## config.mk

```make
export PLATFORM = sky130hd
export DESIGN_NAME = lcd1604_bus_responder_flat
export DESIGN_NICKNAME = d
export VERILOG_FILES = /design/src/rtl/lcd1604_bus_responder_pkg.sv /design/src/rtl/lcd1604_bus_responder_if.sv /design/src/rtl/lcd_bus_sync.sv /design/src/rtl/lcd1604_bus_responder.sv /design/src/flat_wrapper.sv
export SDC_FILE = /design/constraint.sdc
export NUM_CORES = 1
export LEC_CHECK = 0
export BUFFER_PORTS_ARGS = -buffer_cell sky130_fd_sc_hd__clkbuf_2
export CAP_MARGIN = 10
export CORE_ASPECT_RATIO = 1.1
export CORE_MARGIN = 2
export CORE_UTILIZATION = 30
export DETAILED_ROUTE_END_ITERATION = 8
export GPL_TIMING_DRIVEN = 0
export PLACE_DENSITY_LB_ADDON = 0.12
export SYNTH_ARGS = -nofsm -noshare
export SYNTH_HDL_FRONTEND = slang
export SYNTH_SLANG_ARGS = --single-unit
```

## constraint.sdc

```tcl
create_clock -name clk -period 6.1 [get_ports clk]
set_clock_uncertainty 0.05 [all_clocks]
set_input_delay 0.915 -clock clk [delete_from_list [all_inputs] [get_ports clk]]
set_output_delay 0.915 -clock clk [all_outputs]
set_load 0.02 [all_outputs]
```

## src/rtl/lcd1604_bus_responder_pkg.sv

```systemverilog
// rtl/lcd1604_bus_responder_pkg.sv - shared types, constants and DDRAM address helpers
package lcd1604_bus_responder_pkg;

  typedef enum logic [1:0] {ST_FILL, ST_BUSY, ST_IDLE, ST_DECODE} state_t;

  localparam logic [7:0] BLANK_CHAR = 8'h20;
  localparam logic [7:0] OP_CLEAR   = 8'h01;
  localparam logic [6:0] ROW0_BASE  = 7'h00;
  localparam logic [6:0] ROW0_LAST  = 7'h27;
  localparam logic [6:0] ROW1_BASE  = 7'h40;
  localparam logic [6:0] ROW1_LAST  = 7'h67;
  localparam logic [5:0] FILL_LAST  = 6'd63;

  // DDRAM is two disjoint 40-byte lines; stepping wraps between them.
  function automatic logic [6:0] step_addr(input logic [6:0] a, input logic inc);
    if (inc) begin
      if (a == ROW0_LAST) return ROW1_BASE;
      else if (a == ROW1_LAST) return ROW0_BASE;
      else return a + 7'd1;
    end else begin
      if (a == ROW0_BASE) return ROW1_LAST;
      else if (a == ROW1_BASE) return ROW0_LAST;
      else return a - 7'd1;
    end
  endfunction

  function automatic logic ddram_valid(input logic [6:0] a);
    return (a <= ROW0_LAST) || ((a >= ROW1_BASE) && (a <= ROW1_LAST));
  endfunction

endpackage

```

## src/rtl/lcd1604_bus_responder_if.sv

```systemverilog
// rtl/lcd1604_bus_responder_if.sv - HD44780 8-bit parallel bus (RS/RW/E/D) with read-back path
interface lcd1604_bus_responder_if;
  logic       lcd_rs;
  logic       lcd_rw;
  logic       lcd_e;
  logic [7:0] lcd_data;
  logic [7:0] lcd_data_o;
  logic       lcd_data_oe;

  modport master (output lcd_rs, lcd_rw, lcd_e, lcd_data, input lcd_data_o, lcd_data_oe);
  modport slave  (input lcd_rs, lcd_rw, lcd_e, lcd_data, output lcd_data_o, lcd_data_oe);
endinterface

```

## src/rtl/lcd_bus_sync.sv

```systemverilog
// rtl/lcd_bus_sync.sv - multi-stage synchronizer for {e,rs,rw,data} plus E falling-edge pulse
module lcd_bus_sync #(
  parameter int STAGES = 2
) (
  input  logic       clk,
  input  logic       reset,
  input  logic       e_in,
  input  logic       rs_in,
  input  logic       rw_in,
  input  logic [7:0] data_in,
  output logic       e_s,
  output logic       rs_s,
  output logic       rw_s,
  output logic [7:0] data_s,
  output logic       e_fall
);
  logic [10:0] pipe [STAGES];
  logic        e_d;

  // All bus bits travel together so rs/rw/data line up with the synced E edge.
  always_ff @(posedge clk or negedge reset) begin
    if (!reset) begin
      for (int i = 0; i < STAGES; i++) pipe[i] <= '0;
      e_d <= 1'b0;
    end else begin
      pipe[0] <= {e_in, rs_in, rw_in, data_in};
      for (int i = 1; i < STAGES; i++) pipe[i] <= pipe[i-1];
      e_d <= pipe[STAGES-1][10];
    end
  end

  assign {e_s, rs_s, rw_s, data_s} = pipe[STAGES-1];
  assign e_fall = e_d & ~e_s;
endmodule

```

## src/rtl/lcd1604_bus_responder.sv

```systemverilog
// rtl/lcd1604_bus_responder.sv - HD44780 display-side responder with DDRAM shadow and busy emulation
// Optional read-back support (rw=1) is enabled by defining LCD_RESP_READ_EN.
module lcd1604_bus_responder
  import lcd1604_bus_responder_pkg::*;
#(
  parameter int BUSY_CYCLES  = 50,
  parameter int CLEAR_CYCLES = 200,
  parameter int SYNC_STAGES  = 2
) (
  input  logic                        clk,
  input  logic                        reset,
  lcd1604_bus_responder_if.slave      bus,
  output logic                        busy_o,
  output logic [6:0]                  cursor_o,
  output logic [2:0]                  disp_ctrl_o,
  input  logic [5:0]                  rd_addr,
  output logic [7:0]                  rd_char,
  output logic                        err_o
);
  localparam logic [15:0] BUSY_LOAD  = 16'(BUSY_CYCLES - 1);
  localparam logic [15:0] CLEAR_LOAD = 16'(CLEAR_CYCLES - 1);

  state_t      state, state_d;
  logic [5:0]  idx;
  logic [15:0] cnt;
  logic [6:0]  cursor;
  logic        id_inc, cgram_mode;
  logic        cmd_rs;
  logic [7:0]  cmd_data;
  logic        e_s, rs_s, rw_s, e_fall;
  logic [7:0]  data_s;
  logic        accept, busy_err, is_clear, is_home;
  logic        wr_en;
  logic [5:0]  wr_idx, cur_idx;
  logic [7:0]  wr_data;
  logic [7:0]  shadow [64];

  lcd_bus_sync #(.STAGES(SYNC_STAGES)) u_sync (
    .clk     (clk),
    .reset   (reset),
    .e_in    (bus.lcd_e),
    .rs_in   (bus.lcd_rs),
    .rw_in   (bus.lcd_rw),
    .data_in (bus.lcd_data),
    .e_s     (e_s),
    .rs_s    (rs_s),
    .rw_s    (rw_s),
    .data_s  (data_s),
    .e_fall  (e_fall)
  );

  assign cur_idx  = {cursor[4], cursor[6], cursor[3:0]};
  assign accept   = e_fall & ~rw_s & (state == ST_IDLE);
  assign busy_err = e_fall & ~rw_s & (state != ST_IDLE);
  assign is_clear = ~cmd_rs & (cmd_data == OP_CLEAR);
  assign is_home  = ~cmd_rs & (cmd_data[7:1] == 7'b0000001);

  always_ff @(posedge clk or negedge reset) begin
    if (!reset) state <= ST_FILL;
    else        state <= state_d;
  end

  always_comb begin
    state_d = state;
    busy_o  = (state != ST_IDLE);
    wr_en   = 1'b0;
    wr_idx  = cur_idx;
    wr_data = cmd_data;
    case (state)
      ST_FILL: begin
        wr_en   = 1'b1;
        wr_idx  = idx;
        wr_data = BLANK_CHAR;
        if (idx == FILL_LAST) state_d = ST_BUSY;
      end
      ST_BUSY:   if (cnt == '0) state_d = ST_IDLE;
      ST_IDLE:   if (accept) state_d = ST_DECODE;
      ST_DECODE: begin
        wr_en   = cmd_rs & ~cgram_mode & ~cursor[5];
        state_d = is_clear ? ST_FILL : ST_BUSY;
      end
      default:   state_d = ST_FILL;
    endcase
  end

  always_ff @(posedge clk or negedge reset) begin
    if (!reset) begin
      idx        <= '0;
      cnt        <= '0;
      cursor     <= '0;
      id_inc     <= 1'b1;
      disp_ctrl_o <= '0;
      cgram_mode <= 1'b0;
      err_o      <= 1'b0;
      cmd_rs     <= 1'b0;
      cmd_data   <= '0;
    end else begin
      if (busy_err) err_o <= 1'b1;
      case (state)
        ST_FILL: begin
          idx <= idx + 6'd1;
          if (idx == FILL_LAST) cnt <= CLEAR_LOAD;
        end
        ST_BUSY: cnt <= cnt - 16'd1;
        ST_IDLE: begin
          if (accept) begin
            cmd_rs   <= rs_s;
            cmd_data <= data_s;
          end
`ifdef LCD_RESP_READ_EN
          else if (e_fall & rw_s & rs_s) cursor <= step_addr(cursor, id_inc);
`endif
        end
        ST_DECODE: begin
          idx <= '0;
          cnt <= is_home ? CLEAR_LOAD : BUSY_LOAD;
          if (cmd_rs) begin
            if (!cgram_mode) cursor <= step_addr(cursor, id_inc);
          end else begin
            casez (cmd_data)
              8'b1???????: begin
                cgram_mode <= 1'b0;
                if (ddram_valid(cmd_data[6:0])) cursor <= cmd_data[6:0];
                else err_o <= 1'b1;
              end
              8'b01??????: cgram_mode <= 1'b1;
              8'b001?????: if (!cmd_data[4]) err_o <= 1'b1;
              8'b0001????: if (!cmd_data[3]) cursor <= step_addr(cursor, cmd_data[2]);
              8'b00001???: disp_ctrl_o <= cmd_data[2:0];
              8'b000001??: id_inc <= cmd_data[1];
              8'b0000001?: cursor <= '0;
              8'b00000001: begin
                cursor <= '0;
                id_inc <= 1'b1;
              end
              default: ;
            endcase
          end
        end
        default: ;
      endcase
    end
  end

  always_ff @(posedge clk) begin
    if (wr_en) shadow[wr_idx] <= wr_data;
  end

  assign rd_char  = shadow[rd_addr];
  assign cursor_o = cursor;

`ifdef LCD_RESP_READ_EN
  assign bus.lcd_data_oe = e_s & rw_s;
  assign bus.lcd_data_o  = rs_s ? (cursor[5] ? BLANK_CHAR : shadow[cur_idx]) : {busy_o, cursor};
`else
  logic unused_sync_e;
  assign unused_sync_e   = e_s;
  assign bus.lcd_data_oe = 1'b0;
  assign bus.lcd_data_o  = 8'h00;
`endif
endmodule

```

## src/flat_wrapper.sv

```systemverilog
// flat-port wrapper written by rule: the top's interface ports become plain ports
module lcd1604_bus_responder_flat import lcd1604_bus_responder_pkg::*;
#(
  parameter int BUSY_CYCLES  = 50,
  parameter int CLEAR_CYCLES = 200,
  parameter int SYNC_STAGES  = 2
)
  (clk, reset, busy_o, cursor_o, disp_ctrl_o, rd_addr, rd_char, err_o, bus_lcd_rs, bus_lcd_rw, bus_lcd_e, bus_lcd_data, bus_lcd_data_o, bus_lcd_data_oe);
  lcd1604_bus_responder_if bus_i ();
  input  logic clk;
  input  logic reset;
  output logic busy_o;
  output logic [6:0] cursor_o;
  output logic [2:0] disp_ctrl_o;
  input  logic [5:0] rd_addr;
  output logic [7:0] rd_char;
  output logic err_o;
  input wire logic [$bits(bus_i.lcd_rs)-1:0] bus_lcd_rs;
  input wire logic [$bits(bus_i.lcd_rw)-1:0] bus_lcd_rw;
  input wire logic [$bits(bus_i.lcd_e)-1:0] bus_lcd_e;
  input wire logic [$bits(bus_i.lcd_data)-1:0] bus_lcd_data;
  output wire logic [$bits(bus_i.lcd_data_o)-1:0] bus_lcd_data_o;
  output wire logic [$bits(bus_i.lcd_data_oe)-1:0] bus_lcd_data_oe;
  assign bus_i.lcd_rs = bus_lcd_rs;
  assign bus_i.lcd_rw = bus_lcd_rw;
  assign bus_i.lcd_e = bus_lcd_e;
  assign bus_i.lcd_data = bus_lcd_data;
  assign bus_lcd_data_o = bus_i.lcd_data_o;
  assign bus_lcd_data_oe = bus_i.lcd_data_oe;
  lcd1604_bus_responder #(.BUSY_CYCLES(BUSY_CYCLES), .CLEAR_CYCLES(CLEAR_CYCLES), .SYNC_STAGES(SYNC_STAGES)) u_core (.clk(clk), .reset(reset), .bus(bus_i), .busy_o(busy_o), .cursor_o(cursor_o), .disp_ctrl_o(disp_ctrl_o), .rd_addr(rd_addr), .rd_char(rd_char), .err_o(err_o));
endmodule
```

; After elaboration in Yosys (flattened, before gate mapping)
; Memories as Yosys holds them, arrays and structs flattened.
; Cells that the tools add are included.
[word_totals]
elab_cells = 106
n_memories = 1
rom_bits = 0
register_bits = 69
in_bits = 19
out_inout_bits = 29
ramBits = 512
latchBits = 0
[classes]
n_addsub = 4
n_mux = 33
bitwise_logic = 13
order_cmp = 3
mul = 0
shift = 0
reduce_logical = 18
n_div = 0
eq_ne = 21
[mem_list]
columns = memory, depth, word_bits, read_ports, rd_ports_with_merged_regs, write_ports, line_no
row1 = u_core.shadow, 64, 8, 1, 0, 1, lcd1604_bus_responder.sv:36  ; logic [7:0] shadow [64];
[op_table]
columns = op, count
row1 = $mux 7, 10
row2 = $pmux 16 s3, 1
row3 = $pmux 7 s3, 1
row4 = $logic_not 16->1, 1
row5 = $mux 16, 1
row6 = $mux 8, 2
row7 = $sub 16x1->16 const B, 1
row8 = $eq 7x7->1 const B, 2
row9 = $pmux 6 s2, 1
row10 = $reduce_and 3->1, 4
row11 = $and 1x1->1, 8
row12 = $eq 8x1->1 const B, 1
row13 = $mux 1, 8
row14 = $pmux 1 s2, 4
row15 = $pmux 2 s4, 1
row16 = $add 7x1->7 const B, 1
row17 = $eq 7x1->1 const B, 1
row18 = $eq 7x6->1 const B, 1
row19 = $ge 7x7->1 const B, 1
row20 = $le 7x6->1 const B, 1
row21 = $le 7x7->1 const B, 1
row22 = $logic_not 7->1, 1
row23 = $sub 7x1->7 const B, 1
row24 = $add 6x1->6 const B, 1
row25 = other kinds (22), 37

; Depth between registers and ports, before layout
; Gate-level depths: netlist of the first run.
[depth]
depth_word = 9
depth_mapped = 9
depth_no_buf = 7

; By module
; Synthesis of the first run repeated with hierarchy kept, for this count alone.
[hier_totals]
cells_unflattened = 1316
hier_area_um2 = 23661.4
[by_module_without_submodules]
columns = mod, seq_area_each_um2, n_inst, cells_per_inst, area_per_inst_um2
row1 = lcd1604_bus_responder, 16527.1, 1, 1284, 23012.1
row2 = lcd_bus_sync, 575.6, 1, 32, 649.4

; Worst setup path after synthesis of the first run
; OpenSTA, ideal clock, no wires.
[synth_timing]
path_type = input to output
startpoint = in rd_addr[0]
endpoint = out rd_char[4]
required_ns = 5.135
path_stages = 9
n_path_buf = 4
slack_ns = 2.338
t_arrival_ns = 2.797
path_cell_list = buf_2 -> buf_4 -> buf_2 -> buf_2 -> nor2_1 -> a22oi_1 -> nand3_1 -> o211a_1 -> o21ai_0
[synth_between]
elab_chain_len = 1
[synth_lines]
columns = item, line_no
row1 = "start, declared", flat_wrapper.sv:15  ; input logic [5:0] rd_addr;
row2 = $mem_v2 64x8, -
row3 = "end, declared", flat_wrapper.sv:16  ; output logic [7:0] rd_char;
; Every way passes these cells.

; Worst setup path after layout of the first run
[layout_timing]
startpoint = in rd_addr[1]
endpoint = out rd_char[4]
; The elaborated chain is that of the path after synthesis.

==> results of run 1 <==
[flip-flops by register name, summed over array words and instances (netlist names), 2 cells and up]
register	count
u_core.cmd_data	8
u_core.cnt	16
u_core.cursor_o	7
u_core.disp_ctrl_o	3
u_core.idx	6
u_core.shadow	512
u_core.state	2
u_core.u_sync.data_s	8
u_core.u_sync.pipe	11
[routing by layer]
metal / global-route usage, % / share of wire [%] / routed length, µm / vias up
met5: 0 / 0 / 0 / -
met4: 6.06 / 3.0 / 2070 / 0
met3: 2.64 / 4.3 / 3000 / 108
met2: 28.2 / 48 / 33600 / 340
met1: 23.7 / 45 / 31100 / 6809
li1: - / - / - / 5682
[power groups by stage]
stage	Sequential (mW)	Clock, mW	Combinational [mW]
after global placement	4.36	0	0.240
after floorplan	4.36	0	0.131
after global routing	4.28	4.10	0.252
after CTS	4.28	3.95	0.243
final	4.28	3.84	0.238
after detailed placement	4.36	0	0.243
[per-stage QoR]
step / utilization [%] / cells
2_1_floorplan: - / 1362
6_report: 35.2 / 2574
3_5_place_dp: 32.5 / 2456
3_3_place_gp: 32.1 / 2443
5_1_grt: 35.2 / 2574
4_1_cts: 35.2 / 2573
[cell families after synthesis]
kind of cell | Yosys count | share of synthesized area (%)
DFF | 581 | 72.2
and+or+nand+nor | 296 | 6.27
xor gates and xnor gates | 9 | 0.333
buffers and inverters | 98 | 1.84
adders and majority gates | 11 | 0.581
other | 1 | 0.0158
muxes | 181 | 13.6
AOI/OAI and AO/OA | 177 | 5.13
[cells in the final DEF, fill, tap and decap left out, types with 19 or more instances in the layout]
cell type,instances
clkbuf_16,71
dfrtp_1,68
a22oi_1,22
edfxtp_1,512
o21ai_0,33
buf_2,24
nor2_1,102
nand2_1,48
nor2b_1,19
clkbuf_1,62
mux2_2,20
clkbuf_2,35
mux4_2,111
nand3_1,29
mux2i_1,50
a21oi_1,28
[worst max-delay path by stage]
stage	startpoint	endpoint	slack, ns	cells past startpoint
global placement	u_core.state[0]	u_core.shadow[60][7]	-0.63	6
global route	rd_addr[2]	rd_char[5]	0.41	8
detailed placement	rd_addr[1]	rd_char[4]	0.47	10
finish	rd_addr[1]	rd_char[4]	0.54	10
floorplan	rd_addr[0]	rd_char[4]	2.34	9
CTS	rd_addr[1]	rd_char[4]	0.46	10
[worst max-delay path, cell delays in order]
cell	delay, ns
buf_2	0.38
buf_2	0.43
buf_2	0.48
buf_2	0.51
mux4_2	0.46
nor3_1	0.26
nor3_1	0.15
o21ai_0	0.41
o21ai_0	0.32
clkbuf_2	0.23
[cell type report]
cell class / instances / area share [%]
buffer: 84 / 1.38
clock buffer: 94 / 6.81
clock inverter: 23 / 0.679
inverter: 14 / 0.190
multi-input combinational: 683 / 22.5
sequential: 581 / 61.9
tap: 1045 / 4.73
timing repair buffer: 50 / 1.81
==> flow_summary.json, run 1 <==
{
  "end_kind": "output port",
  "area_growth_pct": 16.7,
  "grt-ovfl-total": 0,
  "synth_most_common_cell": "edfxtp_1",
  "dp_hpwl_mm": 47.4,
  "p_clk_share_pct": 45.9,
  "multi_input_area_mm2": 0.00623,
  "slew_headroom_pct": 20.4,
  "vias": 12900,
  "whs_ns": 0.212,
  "antenna_left": 0,
  "grtUsageTotal_pct": 17.3,
  "synth-edff-count": 512,
  "cts.sinks": 581,
  "hold_buffers": 0,
  "ctsResizeCount": 0,
  "synth_warnings": 0,
  "totalPowerFinal_mw": 8.35,
  "die_y_um": 299,
  "max_cap_viol_count": 0,
  "clockBufferDepth": 3,
  "synth_top_area_share_pct": 64.9,
  "dieArea_mm2": 0.0812,
  "netlist_instances": 1354,
  "arrival_ns": 4.60,
  "cts_buffers": 67,
  "htree_levels": 3,
  "boundaryPins": 48,
  "critPathKind": "in -> out",
  "vias_per_cell": 5.03,
  "slew_viol_final": 0,
  "pre_cts_slack_ns": 0.469,
  "p_leak_nw": 7.91,
  "numPortBuffers": 36,
  "final_nets": 1511,
  "root_buffer": "clkbuf_16",
  "seqPwrFrac_pct": 51.2,
  "placed_area_mm2": 0.0256,
  "setup_viol": 0,
  "fin_area_mm2": 0.0276,
  "fmax_ghz": 0.180,
  "yosys.area.top_type": "edfxtp_1",
  "grt_max_degree": 65,
  "path_clk_slew_ns": 0.06,
  "dr.pass1.iters": 7,
  "switchingPower_mw": 1.73,
  "fill_cells": 7439,
  "rows": 108,
  "status": "finished, final reports clean",
  "pwr-share-comb_pct": 2.9,
  "clk_latency_ns": 0.59,
  "critPathRequiredTime_ns": 5.13,
  "cts_tree": "built",
  "hp-class": "in -> async",
  "synth_common_cells": "edfxtp_1 (512), mux4_2 (111), nor2_1 (103)",
  "yosys_most_used_dff": "edfxtp_1",
  "intPower_mw": 6.62,
  "setup_tns_ns": 0,
  "ys_seq_area_share_pct": 72.2,
  "drt-initial-drc-count": 1072,
  "power_density_mw_per_mm2": 302,
  "tightestPinTransition_ns": 1.16,
  "syn_area_mm2": 0.0237,
  "r2r-start": "u_core.state[0]",
  "die_width_um": 272,
  "r2r_end": "u_core.shadow[61][0]",
  "grt_pass1_vias": 13300,
  "finalWorstSetupSlack_ns": 0.538,
  "core_mm2": 0.0785,
  "final-seq-area_mm2": 0.0171,
  "grt_pass1_wl_mm": 99.7,
  "async_flop_share_pct": 11.9,
  "antenna_cells": 0,
  "routed_wl_mm": 69.8,
  "globalplace.congestion": 0.855,
  "drive_gt1_share_pct": 21.5,
  "cp-start-kind": "primary input",
  "ir_drop_v": 0.000196,
  "rrSetupSlack_ns": 1.91,
  "routedWlPerCell_um": 27.1,
  "min_period_over_period_pct": 91.2,
  "rsz0062_at_grt": "false",
  "crit_fanout": 10,
  "synthTopCellsByArea": "edfxtp_1 (65%), mux4_2 (11%), dfrtp_1 (7.2%), mux2i_1 (2.1%), nor2_1 (1.6%)",
  "hold_violations": 0,
  "initial_core_util_pct": 30.2,
  "synth_seq_cells": 581,
  "antenna_found_initial": 0,
  "drc": 0,
  "syn-mean-instance-area_um2": 17.5,
  "synth_cell_types": 66,
  "rr_worst_depth": 8,
  "postCtsSetupBuffers": 0,
  "fin_crit_ns": 5.56,
  "p_sw_share_pct": 20.7
}
Note: power is estimated with default switching activity, not from simulation.
==> inputs of run 2 (changes only) <==
--- a/config.mk
+++ b/config.mk
@@ -9,7 +9,7 @@
 export CAP_MARGIN = 10
 export CORE_ASPECT_RATIO = 1.1
 export CORE_MARGIN = 2
-export CORE_UTILIZATION = 30
+export CORE_UTILIZATION = 60
 export DETAILED_ROUTE_END_ITERATION = 8
 export GPL_TIMING_DRIVEN = 0
 export PLACE_DENSITY_LB_ADDON = 0.12
==> flow_summary.json, run 2 (synthesis gave the netlist of run 1 again) <==
{
  "status": "finished, final reports clean",
  "dp_hpwl_mm": 38.6,
  "core_mm2": 0.0391,
  "root_buffer": "clkbuf_16",
  "cts_tree": "built",
  "slowest_stage": "clkbuf_1",
  "power_density_mw_per_mm2": 298,
  "clk_latency_ns": 0.60,
  "final-seq-area_mm2": 0.0171,
  "rr_worst_depth": 8,
  "boundaryPins": 48,
  "routedWlPerCell_um": 28.8,
  "vias_per_cell": 6.61,
  "grt_pass1_wl_mm": 85.0,
  "grt_pass1_vias": 12900,
  "ctsResizeCount": 0,
  "routed_wl_mm": 58.0,
  "grtUsageTotal_pct": 28.8,
  "vias": 13300,
  "numPortBuffers": 36,
  "setup_viol": 0,
  "path_clk_slew_ns": 0.06,
  "multi_input_area_mm2": 0.00623,
  "ir_drop_v": 0.000227,
  "crit_fanout": 10,
  "antenna_cells": 0,
  "drt-initial-drc-count": 1878,
  "arrival_ns": 4.17,
  "clockBufferDepth": 3,
  "die_y_um": 212,
  "grt-ovfl-total": 0,
  "rsz0062_at_grt": "false",
  "drc": 0,
  "final_nets": 1494,
  "hp-class": "in -> async",
  "dieArea_mm2": 0.0411,
  "drive_gt1_share_pct": 21.0,
  "reg_top3": "u_core.shadow x512, u_core.cnt x16, u_core.u_sync.pipe x11",
  "cp-start-kind": "primary input",
  "critPathKind": "in -> out",
  "grt_max_degree": 68,
  "postCtsSetupBuffers": 0,
  "setup_tns_ns": 0,
  "max_cap_viol_count": 0,
  "tightestPinTransition_ns": 1.26,
  "dr.pass1.iters": 5,
  "slew_headroom_pct": 15.7,
  "fin_crit_ns": 5.14,
  "critPathRequiredTime_ns": 5.13,
  "end_kind": "output port",
  "globalplace.congestion": 0.948,
  "antenna_found_initial": 0,
  "antenna_left": 0,
  "area_growth_pct": 12.5,
  "worst-path-buf-inv": 5,
  "layout_common_cells": "edfxtp_1 (512), mux4_2 (111), nor2_1 (102)",
  "cp_num_cells": 8,
  "cp_cell_sequence": "clkbuf_2, clkbuf_1, clkbuf_1, clkbuf_1, mux2i_1, a211oi_1, a22o_1, clkbuf_2",
  "layout_commonest_cell": "edfxtp_1",
  "min_period_over_period_pct": 84.2,
  "top_register": "u_core.shadow",
  "p_leak_nw": 7.75,
  "critical-path-top-delay-family": "buffers and inverters",
  "whs_ns": 0.0771,
  "initial_core_util_pct": 60.6,
  "hold_violations": 0,
  "slew_viol_final": 0,
  "hold_buffers": 0,
  "slowest_delay_ns": 0.73,
  "cts_buffers": 54,
  "htree_levels": 2,
  "fill_cells": 2489,
  "largest_reg_flops": 512,
  "cts.sinks": 581,
  "rows": 76,
  "fmax_ghz": 0.195,
  "die_width_um": 193,
  "cp_common_cell": "clkbuf_1"
}
[run 2: worst reg2reg max path, cell delays in order (launching register included)]
cell and delay [ns]:
dfrtp_1 0.42, inv_1 0.14, ha_1 0.16, clkbuf_1 0.35
buf_1 0.45, a31oi_1 0.09, nor2_1 0.51, nand3_1 0.77
nor2_1 0.91
[run 2: per-stage QoR]
step           power [mW]  area [µm²]  utilization, %  worst slack (ns)  std cells
3_5_place_dp         4.58       24800            63.5              1.10       1915
6_report             7.93       26600            68.1             0.964       2017
2_1_floorplan        4.49       23700               -              2.34       1362
3_3_place_gp         4.58       24500            62.8             0.102       1905
4_1_cts              7.96       26600            68.1              1.09       2017
5_1_grt              8.12       26600            68.1             0.951       2017
[run 2: area by class of cell]
class / count / area share [%]
flip-flops and latches: 581 / 64.2
multi-input cells: 683 / 23.4
clock buffers: 74 / 5.84
well taps: 507 / 2.38
repair buffers: 46 / 1.58
plain buffers: 84 / 1.44
clock inverters: 28 / 0.968
inverters: 14 / 0.197
[run 2: routing by layer]
metal / global-route usage, % / up-vias / wire (µm)
li1: - / 5631 / -
met1: 39.2 / 6786 / 22200
met2: 47.0 / 758 / 28200
met3: 5.35 / 156 / 5110
met4: 11.3 / 0 / 2520
met5: 0 / - / 0
[run 2: final timing paths]
| path | from | to | slack [ns] |
|---|---|---|---|
| setup / recovery | rd_addr[2] | rd_char[5] | 0.96 |
| hold / removal | reset | u_core.u_sync.pipe[15] | 0.08 |
| setup reg to reg | u_core.state[0] | u_core.shadow[55][1] | 1.88 |
| hold reg to reg | u_core.u_sync.pipe[17] | u_core.u_sync.data_s[6] | 0.30 |
| max in group asynchronous | reset | u_core.id_inc | 5.38 |
| min in group clk | u_core.u_sync.pipe[17] | u_core.u_sync.data_s[6] | 0.30 |
[run 2: power by group]
| group | internal (mW) | switching, mW |
|---|---|---|
| clock | 1.99 | 1.44 |
| combinational | 0.0726 | 0.152 |
| sequential | 4.27 | 0.00194 |
| total | 6.34 | 1.59 |
==> inputs of run 3 (changes only) <==
--- a/config.mk
+++ b/config.mk
@@ -9,7 +9,7 @@
 export CAP_MARGIN = 10
 export CORE_ASPECT_RATIO = 1.1
 export CORE_MARGIN = 2
-export CORE_UTILIZATION = 60
+export CORE_UTILIZATION = 56
 export DETAILED_ROUTE_END_ITERATION = 8
 export GPL_TIMING_DRIVEN = 0
 export PLACE_DENSITY_LB_ADDON = 0.12
==> constraint.sdc (replaced) <==
create_clock -name clk -period 4.3 [get_ports clk]
set_clock_uncertainty 0.05 [all_clocks]
set_input_delay 0.645 -clock clk [delete_from_list [all_inputs] [get_ports clk]]
set_output_delay 0.645 -clock clk [all_outputs]
set_load 0.02 [all_outputs]
==> flow_summary.json, run 3 (synthesis gave the netlist of run 1 again) <==
{
  "fmax_ghz": 0.234,
  "reg_top3": "u_core.shadow x512, u_core.cnt x16, u_core.u_sync.pipe x11",
  "switchingPower_mw": 2.30,
  "area_growth_pct": 13.0,
  "root_buffer": "clkbuf_16",
  "globalplace.congestion": 0.919,
  "slowest_stage": "clkdlybuf4s18_2",
  "drt-initial-drc-count": 1402,
  "slowest_delay_ns": 0.58,
  "grt_max_degree": 65,
  "cts_buffers": 56,
  "layout_commonest_cell": "edfxtp_1",
  "drive_gt1_share_pct": 21.9,
  "clk_latency_ns": 0.61,
  "initial_core_util_pct": 56.4,
  "critical-path-top-delay-family": "buffers and inverters",
  "busiest_layer": "met2",
  "cts_tree": "built",
  "fin_crit_ns": 4.27,
  "min_from": "bus_lcd_data[0]",
  "dieArea_mm2": 0.0440,
  "die_y_um": 220,
  "grtUsageMet1_pct": 39.4,
  "antenna_cells": 0,
  "routedWlPerCell_um": 29.0,
  "hold_violations": 0,
  "status": "finished, final reports clean",
  "grt-ovfl-total": 0,
  "numPortBuffers": 36,
  "pwr-share-comb_pct": 2.9,
  "rrSetupSlack_ns": 0.19,
  "slew_headroom_pct": 27.8,
  "crit_fanout": 10,
  "worst-path-buf-inv": 4,
  "die_width_um": 200,
  "core_mm2": 0.0420,
  "cts.sinks": 581,
  "antenna_left": 0,
  "layout_common_cells": "edfxtp_1 (512), mux4_2 (111), nor2_1 (100)",
  "rows": 79,
  "arrival_ns": 3.58,
  "antenna_found_initial": 1,
  "largest_reg_flops": 512,
  "ir_drop_v": 0.000323,
  "slew_viol_final": 0,
  "max_cap_viol_count": 0,
  "routed_wl_mm": 60.2,
  "postCtsSetupBuffers": 0,
  "fin_cells": 2072,
  "finish.utilization_pct": 63.7,
  "final_nets": 1496,
  "rr_worst_depth": 8,
  "vias_per_cell": 6.42,
  "rsz0062_at_grt": "false",
  "grtUsageTotal_pct": 28.5,
  "fin_area_mm2": 0.0268,
  "dr.pass1.iters": 5,
  "critPathKind": "in -> out",
  "totalPowerFinal_mw": 11.3,
  "vias": 13300,
  "min_period_over_period_pct": 99.4,
  "grt_pass1_vias": 13200,
  "min_to": "u_core.u_sync.pipe[11]",
  "grtUsageMet2_pct": 45.6,
  "setup_viol": 0,
  "setup_tns_ns": 0,
  "dp.cells": 1973,
  "whs_path_depth": 1,
  "intPower_mw": 9.03,
  "critPathRequiredTime_ns": 3.61,
  "power_density_mw_per_mm2": 423,
  "end_kind": "output port",
  "p_clk_share_pct": 43.6,
  "fill_cells": 3001,
  "r2r-start": "u_core.state[0]",
  "tightestPinTransition_ns": 1.08,
  "top_register": "u_core.shadow",
  "htree_levels": 2,
  "clockBufferDepth": 3,
  "grt_pass1_wl_mm": 87.9,
  "met3_usage_pct": 5.92,
  "hp-class": "in -> reg",
  "cp_cell_sequence": "buf_2, buf_2, clkdlybuf4s18_2, mux4_2, o22ai_1, a211oi_1, o21ai_0, o21ai_0, clkbuf_2",
  "placed_area_mm2": 0.0248,
  "cp-start-kind": "primary input",
  "path_clk_slew_ns": 0.06,
  "p_leak_nw": 7.78,
  "boundaryPins": 48,
  "drc": 0,
  "r2r_end": "u_core.shadow[60][1]",
  "seqPwrFrac_pct": 53.6,
  "dp_hpwl_mm": 40.1,
  "p_sw_share_pct": 20.3
}
## run 3: cell types whose count changed in the layout (fill, tap and decap cells not counted), moves of 3 or more
cell / before / now
buf_1: 9 / 5
buf_2: 24 / 17
buf_4: 10 / 16
clkbuf_1: 52 / 44
clkbuf_2: 35 / 39
nor4_1: 7 / 4
nor4_2: 0 / 3
## run 3: layer usage
metal | routed length, µm | part of all wire (%) | vias up
li1 | - | - | 5640
met1 | 23600 | 39 | 6855
met2 | 29100 | 48 | 682
met3 | 5210 | 8.7 | 129
met4 | 2320 | 3.8 | 2
met5 | 12 | 0.020 | -
## run 3: final cells by class
cell class	instances	area (µm²)	area share [%]
Buffer	84	437	1.63
Clock buffer	67	1480	5.55
Clock inverter	30	325	1.22
Inverter	14	52.6	0.196
Multi-Input combinational cell	683	6250	23.4
Sequential cell	581	17100	63.9
Tap cell	567	709	2.65
Timing Repair Buffer	46	395	1.48
## run 3: per-stage QoR
stage                     hold WS, ns  setup WS, ns
after floorplan                 0.281         0.857
after global placement          0.282         -1.71
after detailed placement        0.285        -0.385
after CTS                      0.0624      0.000506
after global routing           0.0638        0.0116
final                          0.0930        0.0271
## run 3: power by group through the flow
stage | clock (mW) | combinational (mW) | sequential (mW)
final | 4.93 | 0.327 | 6.07
after global routing | 5.19 | 0.342 | 6.06
after CTS | 4.98 | 0.324 | 6.07
after detailed placement | 0 | 0.320 | 6.19
after global placement | 0 | 0.314 | 6.19
after floorplan | 0 | 0.186 | 6.18
## run 3: worst max-delay path by stage
stage,start,to,cells past startpoint
after CTS,rd_addr[0],rd_char[6],9
after detailed placement,rd_addr[1],rd_char[6],10
after floorplan,u_core.state[0],u_core.shadow[0][2],6
final,rd_addr[1],rd_char[4],9
after global placement,u_core.state[0],u_core.shadow[54][7],6
after global routing,rd_addr[1],rd_char[4],9
## run 3: what timing repair did
action | CTS | global route
hold buffers | 1 | 0
endpoints found under the setup margin | 8 | 28
gates resized for setup | 17 | 14
hold endpoints to repair | 10 | 0
